==> src/rtl/ov5640_pkg.sv <==
// Shared types and widths for the OV5640 power-up and register-load sequencer.
package ov5640_pkg;

    localparam int TIMER_W = 24;
    localparam int ADDR_W  = 16;
    localparam int DATA_W  = 8;
    localparam int ENTRY_W = ADDR_W + DATA_W;
    localparam int IDX_W   = 8;

    typedef enum logic [3:0] {
        S_PWDN   = 4'd0,
        S_RST    = 4'd1,
        S_SETTLE = 4'd2,
        S_FETCH  = 4'd3,
        S_REQ    = 4'd4,
        S_WAIT   = 4'd5,
        S_NEXT   = 4'd6,
        S_DONE   = 4'd7,
        S_ERR    = 4'd8
    } seq_state_t;

    function automatic logic [ADDR_W-1:0] entry_addr(input logic [ENTRY_W-1:0] entry);
        return entry[ENTRY_W-1:DATA_W];
    endfunction

    function automatic logic [DATA_W-1:0] entry_data(input logic [ENTRY_W-1:0] entry);
        return entry[DATA_W-1:0];
    endfunction

endpackage

==> src/rtl/ov5640_reg_rom.sv <==
// Sensor init table: {16-bit register address, 8-bit value}, one-cycle registered read.
module ov5640_reg_rom
    import ov5640_pkg::*;
(
    input  logic               clk_i,
    input  logic [IDX_W-1:0]   idx,
    output logic [ENTRY_W-1:0] entry
);

    logic [ENTRY_W-1:0] rom_val;

    // Leading entries are the OV5640 software-reset / PLL bring-up; the tail is filler.
    always_comb begin
        rom_val = {8'h50, idx, 8'h00};
        case (idx)
            8'd0:    rom_val = 24'h3103_11;
            8'd1:    rom_val = 24'h3008_82;
            8'd2:    rom_val = 24'h3008_42;
            8'd3:    rom_val = 24'h3103_03;
            8'd4:    rom_val = 24'h3017_FF;
            8'd5:    rom_val = 24'h3018_FF;
            8'd6:    rom_val = 24'h3034_1A;
            8'd7:    rom_val = 24'h3037_13;
            8'd8:    rom_val = 24'h3108_01;
            8'd9:    rom_val = 24'h3630_36;
            8'd10:   rom_val = 24'h3631_0E;
            8'd11:   rom_val = 24'h3632_E2;
            default: rom_val = {8'h50, idx, 8'h00};
        endcase
    end

    always_ff @(posedge clk_i) begin
        entry <= rom_val;
    end

endmodule

==> src/rtl/ov5640_power_seq.sv <==
// OV5640 power-up sequencer: PWDN/RESET timing, then writes the init table over SCCB with retries.
//
// state    | meaning
// ---------+-----------------------------------------------------------
// S_PWDN   | sensor powered down, held in reset
// S_RST    | power applied, sensor reset still asserted
// S_SETTLE | reset released, waiting before first register write
// S_FETCH  | table index presented to the ROM
// S_REQ    | ROM entry captured onto cfg_addr_o/cfg_data_o
// S_WAIT   | write request outstanding, waiting for ack
// S_NEXT   | entry accepted, advance or finish
// S_DONE   | all entries written (terminal)
// S_ERR    | entry failed after all retries (terminal)
module ov5640_power_seq
    import ov5640_pkg::*;
#(
    parameter logic [23:0] PWDN_CYCLES   = 24'd100000,
    parameter logic [23:0] RST_CYCLES    = 24'd200000,
    parameter logic [23:0] SETTLE_CYCLES = 24'd2000000,
    parameter logic [7:0]  REG_NUM       = 8'd250,
    parameter logic [1:0]  RETRY_MAX     = 2'd3
) (
    input  logic        clk_i,
    input  logic        rst_n_i,
    output logic        cam_pwdn_o,
    output logic        cam_rst_n_o,
    output logic        cfg_req_o,
    output logic [15:0] cfg_addr_o,
    output logic [7:0]  cfg_data_o,
    input  logic        cfg_ack_i,
    input  logic        cfg_err_i,
    output logic [7:0]  cfg_idx_o,
    output logic        init_done_o,
    output logic        init_err_o
);

    seq_state_t         state;
    seq_state_t         state_next;
    logic [TIMER_W-1:0] timer;
    logic [1:0]         retry_cnt;
    logic [ENTRY_W-1:0] rom_entry;
    logic               timed_state;

    ov5640_reg_rom u_rom (
        .clk_i (clk_i),
        .idx   (cfg_idx_o),
        .entry (rom_entry)
    );

    always_ff @(posedge clk_i or negedge rst_n_i) begin
        if (!rst_n_i) begin
            state <= S_PWDN;
        end else begin
            state <= state_next;
        end
    end

    always_comb begin
        state_next = state;
        case (state)
            S_PWDN: begin
                if (timer == PWDN_CYCLES - 24'd1) state_next = S_RST;
            end
            S_RST: begin
                if (timer == RST_CYCLES - 24'd1) state_next = S_SETTLE;
            end
            S_SETTLE: begin
                if (timer == SETTLE_CYCLES - 24'd1) begin
                    state_next = (REG_NUM == 8'd0) ? S_DONE : S_FETCH;
                end
            end
            S_FETCH: state_next = S_REQ;
            S_REQ:   state_next = S_WAIT;
            S_WAIT: begin
                if (cfg_ack_i) begin
                    if (!cfg_err_i)                state_next = S_NEXT;
                    else if (retry_cnt < RETRY_MAX) state_next = S_REQ;
                    else                            state_next = S_ERR;
                end
            end
            S_NEXT: begin
                state_next = (cfg_idx_o == REG_NUM - 8'd1) ? S_DONE : S_FETCH;
            end
            S_DONE:  state_next = S_DONE;
            S_ERR:   state_next = S_ERR;
            default: state_next = S_PWDN;
        endcase
    end

    assign timed_state = (state == S_PWDN) || (state == S_RST) || (state == S_SETTLE);

    // Outputs are registered from the next state so each pin changes on the same edge as the state.
    always_ff @(posedge clk_i or negedge rst_n_i) begin
        if (!rst_n_i) begin
            timer       <= '0;
            retry_cnt   <= 2'd0;
            cam_pwdn_o  <= 1'b1;
            cam_rst_n_o <= 1'b0;
            cfg_req_o   <= 1'b0;
            cfg_addr_o  <= 16'h0000;
            cfg_data_o  <= 8'h00;
            cfg_idx_o   <= 8'h00;
            init_done_o <= 1'b0;
            init_err_o  <= 1'b0;
        end else begin
            if (state_next != state) begin
                timer <= '0;
            end else if (timed_state) begin
                timer <= timer + 24'd1;
            end

            cam_pwdn_o  <= (state_next == S_PWDN);
            cam_rst_n_o <= !((state_next == S_PWDN) || (state_next == S_RST));
            cfg_req_o   <= (state_next == S_WAIT);
            init_done_o <= (state_next == S_DONE);
            init_err_o  <= (state_next == S_ERR);

            if (state == S_REQ) begin
                cfg_addr_o <= entry_addr(rom_entry);
                cfg_data_o <= entry_data(rom_entry);
            end

            if ((state == S_WAIT) && cfg_ack_i) begin
                if (!cfg_err_i) begin
                    retry_cnt <= 2'd0;
                end else if (retry_cnt < RETRY_MAX) begin
                    retry_cnt <= retry_cnt + 2'd1;
                end
            end

            if ((state == S_NEXT) && (state_next == S_FETCH)) begin
                cfg_idx_o <= cfg_idx_o + 8'd1;
            end
        end
    end

endmodule
==> config.mk <==
export PLATFORM = sky130hd
export DESIGN_NAME = ov5640_power_seq
export DESIGN_NICKNAME = d
export VERILOG_FILES = /design/src/rtl/ov5640_pkg.sv /design/src/rtl/ov5640_reg_rom.sv /design/src/rtl/ov5640_power_seq.sv
export SDC_FILE = /design/constraint.sdc
export NUM_CORES = 1
export LEC_CHECK = 0
export BUFFER_PORTS_ARGS = -buffer_cell sky130_fd_sc_hd__buf_2
export CAP_MARGIN = 0
export CORE_MARGIN = 4
export CORE_UTILIZATION = 53
export DETAILED_ROUTE_END_ITERATION = 10
export PLACE_DENSITY_LB_ADDON = 0.2
export SYNTH_ARGS = -nofsm -noshare
export SYNTH_HDL_FRONTEND = slang
export SYNTH_SLANG_ARGS = --single-unit
==> constraint.sdc <==
create_clock -name clk_i -period 2.1 [get_ports clk_i]
set_clock_uncertainty 0.1 [all_clocks]
set_input_delay 0 -clock clk_i [delete_from_list [all_inputs] [get_ports clk_i]]
set_output_delay 0 -clock clk_i [all_outputs]
set_load 0.03 [all_outputs]
; ---- Word level (Yosys, flattened, before mapping)
; Cells that the tools add are included.
[word_totals]
regBits = 89
inputBits = 4
out_inout_bits = 37
[op_classes]
n_addsub = 3
order_cmp = 1
eq_ne = 30
mux = 13
reduce_logical = 11
[op_table]
columns = op, n
row1 = case mux 23 bit (12 select lines), 1
row2 = two-way mux 24 bit, 2
row3 = case mux 4 bit (9 select lines), 1
row4 = "== test 8 x 3 -> 1 bit, second input constant", 4
row5 = "== test 8 x 4 -> 1 bit, second input constant", 4
row6 = "adder 24 x 1 -> 24 bit, second input constant", 1
row7 = "== test 24 x 17 -> 1 bit, second input constant", 1
row8 = "== test 24 x 18 -> 1 bit, second input constant", 1
row9 = "== test 24 x 21 -> 1 bit, second input constant", 1
row10 = "== test 4 x 3 -> 1 bit, second input constant", 6
row11 = two-way mux 4 bit, 6
row12 = "== test 8 x 2 -> 1 bit, second input constant", 2
row13 = "== test 4 x 2 -> 1 bit, second input constant", 3
row14 = "adder 8 x 1 -> 8 bit, second input constant", 1
row15 = "== test 4 x 1 -> 1 bit, second input constant", 2
row16 = "== test 4 bit, second input constant", 2
row17 = "== test 8 x 1 -> 1 bit, second input constant", 1
row18 = "== test 8 bit, second input constant", 1
row19 = logical NOT 4 bit, 2
row20 = logical NOT 8 bit, 1
row21 = two-way mux 2 bit, 2
row22 = != test 4 bit, 1
row23 = logical OR 1 bit, 3
row24 = two-way mux 3 bit, 1
row25 = 7 further kinds, 8

; ---- Depth between registers and ports, before layout
[depth]
depth_word = 8
ltp_mapped = 9
ltp_nobuf = 8

; ---- Hierarchy
; Synthesis repeated with hierarchy kept, for this count alone.
[hier_totals]
hier_cells = 367
hier_area_um2 = 3925.0
[modules_own_cells]
columns = mod, n_inst, cells_per_inst, area_per_inst_um2, seq_area_each_um2
row1 = ov5640_power_seq, 1, 283, 3131.8, 1677.9
row2 = ov5640_reg_rom, 1, 84, 793.3, 400.4

; ---- Least setup slack after synthesis
; Ideal clock, no wire load.
[synth_path]
kind = reg-to-reg
from = register timer[0]
to = register timer[0]
setup_time_ps = 117
arrival_ps = 2147
path_slack_ps = -265
stages_incl_launch_ff = 9
path_buffers = 1
synth_period_minus_slack_ps = 2365
path_cell_list = dfrtp_1 ha_1 or4b_4 nor3_1 nand4_1 o211ai_4 xor2_4 buf_6 nor2_2
[synth_between]
elab_chain_len = 5
[synth_lines]
columns = item, line_no
row1 = "start, declared", ov5640_power_seq.sv:39  ; logic [TIMER_W-1:0] timer;
row2 = "start signal, assigned", ov5640_power_seq.sv:109  ; timer <= timer + 24'd1;
row3 = == test 24 x 21 -> 1 bit (tied with other cells), ov5640_power_seq.sv:68  ; if (timer == SETTLE_CYCLES - 24'd1) begin
row4 = two-way mux 4 bit (on tied branches), "ov5640_power_seq.sv:68, ov5640_power_seq.sv:62, ov5640_power_seq.sv:65"
row5 = case mux 4 bit (9 select lines) (*), ov5640_power_seq.sv:60  ; case (state)
row6 = net state_next[0], ov5640_power_seq.sv:38  ; seq_state_t state_next;
row7 = != test 4 bit (*), ov5640_power_seq.sv:106  ; if (state_next != state) begin
row8 = two-way mux 24 bit or nonzero test 2 bit (tied branches), n/a
; The timed path passes the listed nets; every way through them passes the cells marked *. The select of a mux whose other input is x is not followed.
; A chain may end at the register's enable or synchronous reset.

; ---- Worst setup path in the final report
[layout_path]
from = register timer[20]
to = register timer[1]
[layout_between]
elab_chain_len = 5
[layout_lines]
columns = item, line_no
row1 = == test 24 x 21 -> 1 bit (tied with other cells), ov5640_power_seq.sv:68
row2 = two-way mux 4 bit (on tied branches), "ov5640_power_seq.sv:68, ov5640_power_seq.sv:62, ov5640_power_seq.sv:65"
row3 = case mux 4 bit (9 select lines) (*), ov5640_power_seq.sv:60
row4 = != test 4 bit (*), ov5640_power_seq.sv:106
row5 = two-way mux 24 bit or nonzero test 2 bit (tied branches), n/a
; Mark *: on every way between the ends. The rest lies on a longest branch, timed or not.

==> reports/summary.md <==
- 0.00408 mm2 — Netlist Area Pre-Place
- 66 — Distinct cells, synth
- 31 — Row Count
- 1 — Bufs and invs on worst path
- simple AND/OR/NAND/NOR gates — cell type group with the largest total delay on the critical path
- 0 — endpoints failing hold
- 95.8 um — height of the chip
- 0.00917 mm2 — die area
- 15.3 mm — global-route wire length before repair
- 29 — Setup Viol. Count Final
- clkbuf_8 — clock root buffer
- or4b_4 — highest-delay cell along the critical path
- 32 — maximum number of pins on one net before global-route repair
- 0 — Remaining Overflow, GRT
- 0 — n_diodes
- 0 — max-slew violation count
- 4 — Pre-Repair DR Iteration Count
- 0.422 GHz — maximum clock frequency
- 0.54 ns — CP max stage delay
- 2 — maximum count of clock buffers along a single path
- 0 — Warnings, synthesis
- 15.2 um — drt wl/cell
- 76.2% — async set-or-reset flop fraction in the synthesized netlist
- 569 — Cell Count Post-Placement
- 84 — number of synthesized register bits
- 499 — final net count
- 0 — number of antenna violations at the first check in global routing
- -0.27 ns — R2R Setup Slk
- yes — clock tree from TritonCTS
- 593 — non-filler cells in the finished layout
- true — setup repair after global routing missed its margin
- 21.6% — global-route total usage across every layer
- dfrtp_1 — main flop type after synthesis
- 9 — cts bufs inserted
- 113% — share of the clock period used by the worst path
- flip-flop — Worst Setup Start Kind
- 9.04 mm — post-detailed-routing wire length
- 5.38 — drt via density
- 6.39 mm — hpwl dp
- 10.4 um2 — post-synthesis area per instance
- -0.272 ns — final worst slack
- 69.9% — Util after Layout
- 55.4% — Initial Utilization
- 2.37 ns — Tmin final
- 0 — DR DRC count
- dfrtp_1 — most area-hungry cell type in the Yosys netlist
- 41 — io pins
- 26.2% — area overhead of the layout relative to synthesis
- negative setup slack — failing checks
- 0.00737 mm2 — core area
- 0.000387 V — largest voltage drop on the vdd net
- complete, but fails checks — outcome
- 2.52 nW — reported leakage power
- flip-flop — Crit. End Element
- in2async — hold crit path type
- 0.736 ns — Worst Tran Pin Value
- 49.1% — portion of the post-synthesis area used by sequential elements
- dfrtp_1, dfxtp_1, mux2_2 — leading cell types by total area after synthesis
- 392 — synthesized instance count
- 0 — count of flip-flops with a built-in enable after synthesis
- 38.6% — area share of the largest cell type after synthesis
- 38 — count of input and output buffers
- 9 — largest fanout on the critical path
- reg2reg — critical path type
- 3181 — via count of the first global-routing pass
- 2.73 mW — Power, Total
- 40.5% — ratio of cells with drive above 1 in the final layout
- -0.250 ns — pre-CTS WS
- 95.8 um — Chip Width
- or4b_4 > or4_4 > nor4_4 > a311oi_2 > buf_4 > nor3b_2 — CP cell instances
- 0.937 — gpl congestion
- 50.9% — worst relative slew slack
- 0.35 ns — worst skew pair latency
- 84 — clock sinks
- 0.09 ns — Reg clk slew, reported paths
- 2.51 ns — data arrival at the endpoint of the critical path
- 3193 — number of vias after detailed routing
- 0 — number of nets still failing antenna checks after routing
- 530 mW/mm2 — areal power density over the cells
- 139 — number of DRC violations after detailed-routing iteration 0
- 0 — Max-cap violations
- 3 — H-tree depth
- 2.23 ns — required arrival time at the worst endpoint
worst reg2reg max path: stages, from the launching register on:
cell and delay (ns):
dfrtp_1 0.38, or4b_4 0.54, or4_4 0.46, nor4_4 0.19
a311oi_2 0.21, buf_4 0.22, nor3b_2 0.16
flip-flops by register name, summed over array words and instances (netlist names):
register / flops
cfg_data_o: 8
state: 4
cfg_idx_o: 8
init_err_o: 1
retry_cnt: 2
cfg_req_o: 1
cam_pwdn_o: 1
cfg_addr_o: 13
cam_rst_n_o: 1
init_done_o: 1
u_rom.entry: 20
timer: 24
cell type report:
cell class	count	area (um2)
fillers	559	2220
multi-input cells	280	2050
flip-flops and latches	84	2000
repair buffers	107	763
clock buffers	10	138
well taps	99	124
clock inverters	6	48.8
inverters	7	26.3
cells in the final DEF (no fill, tap or decap), drive strengths merged, types with 10 or more instances in the layout:
cell    Yosys  layout
buf        13     104
dfrtp      63      63
nor2       46      46
nand2      44      44
xor2       22      22
mux2       21      21
dfxtp      20      20
nand3      15      15
nor3       11      11
xnor2      10      10
clkbuf      9      10
a21oi      10      10
nor4       10      10
cell usage after synthesis (all sizes together) (3+ instances only):
cell type,number
xnor2,10
a21oi,10
clkbuf,9
and3,8
nand2b,6
o211ai,3
ha,6
inv,7
xor2,22
buf,13
nand3,15
or4b,3
nand4,6
o21ai,8
nor2,46
nor3,11
dfxtp,20
nand2,44
nor3b,4
o22ai,3
nor2b,4
and2,5
and4,3
dfrtp,63
mux2,21
nor4,10
power breakdown:
group	leakage, nW	switching [mW]	internal [mW]	total (mW)
sequential	1.02	0.000852	1.61	1.61
clock	0.0904	0.600	0.472	1.07
combinational	1.41	0.0340	0.0139	0.0479
layer usage:
| metal | wire length, um | up-vias | part of all wire, % | global-route usage, % |
|---|---|---|---|---|
| met5 | 0 | - | 0 | 0 |
| met4 | 181 | 0 | 2.0 | 7.94 |
| met1 | 4070 | 1543 | 45 | 29.3 |
| li1 | - | 1545 | - | - |
| met3 | 425 | 16 | 4.7 | 3.36 |
| met2 | 4360 | 89 | 48 | 35.0 |
worst paths after layout:
check	start	endpoint	depth (start not counted)
worst max-delay path	timer[20]	timer[1]	6
worst max register to register	timer[20]	timer[1]	6
worst min register to register	u_rom.entry[0]	cfg_data_o[0]	1
max in group asynchronous	rst_n_i	cam_pwdn_o	3
worst min-delay path	rst_n_i	cfg_addr_o[12]	2
min in group clk_i	u_rom.entry[0]	cfg_data_o[0]	1
metrics by stage:
stage	area [um2]	setup TNS [ns]	hold WS [ns]
final	5150	-5.99	0.131
after global routing	5150	-8.23	0.215
after CTS	5090	-5.25	0.156
after detailed placement	4770	-5.64	0.00704
after global placement	4770	-5.40	-0.00857
after floorplan	4090	-3.61	-0.396
logic make-up (layout without fill, tap and decap cells):
group                    count (synthesis)  count (layout)  synth area share, %
flip-flops                              84              84                 49.1
multiplexers                            23              23                 6.28
other                                    1               2               0.0919
AND/OR/NAND/NOR                        176             176                 23.8
XOR/XNOR                                32              32                 7.32
adder cells (fa/ha/maj)                  6               6                 1.84
buffers and inverters                   29             130                 3.83
AO/OA/AOI/OAI                           41              41                 7.81
what timing repair did:
action                                  CTS  global route
hold buffers                              3             0
resized for setup                        25            13
buffers inserted                          2             2
pin swaps                                18             5
endpoints found under the setup margin   29            30
endpoints found under the hold margin    30             0
cloned                                    1             0
Power figures use the tool's default switching activity.
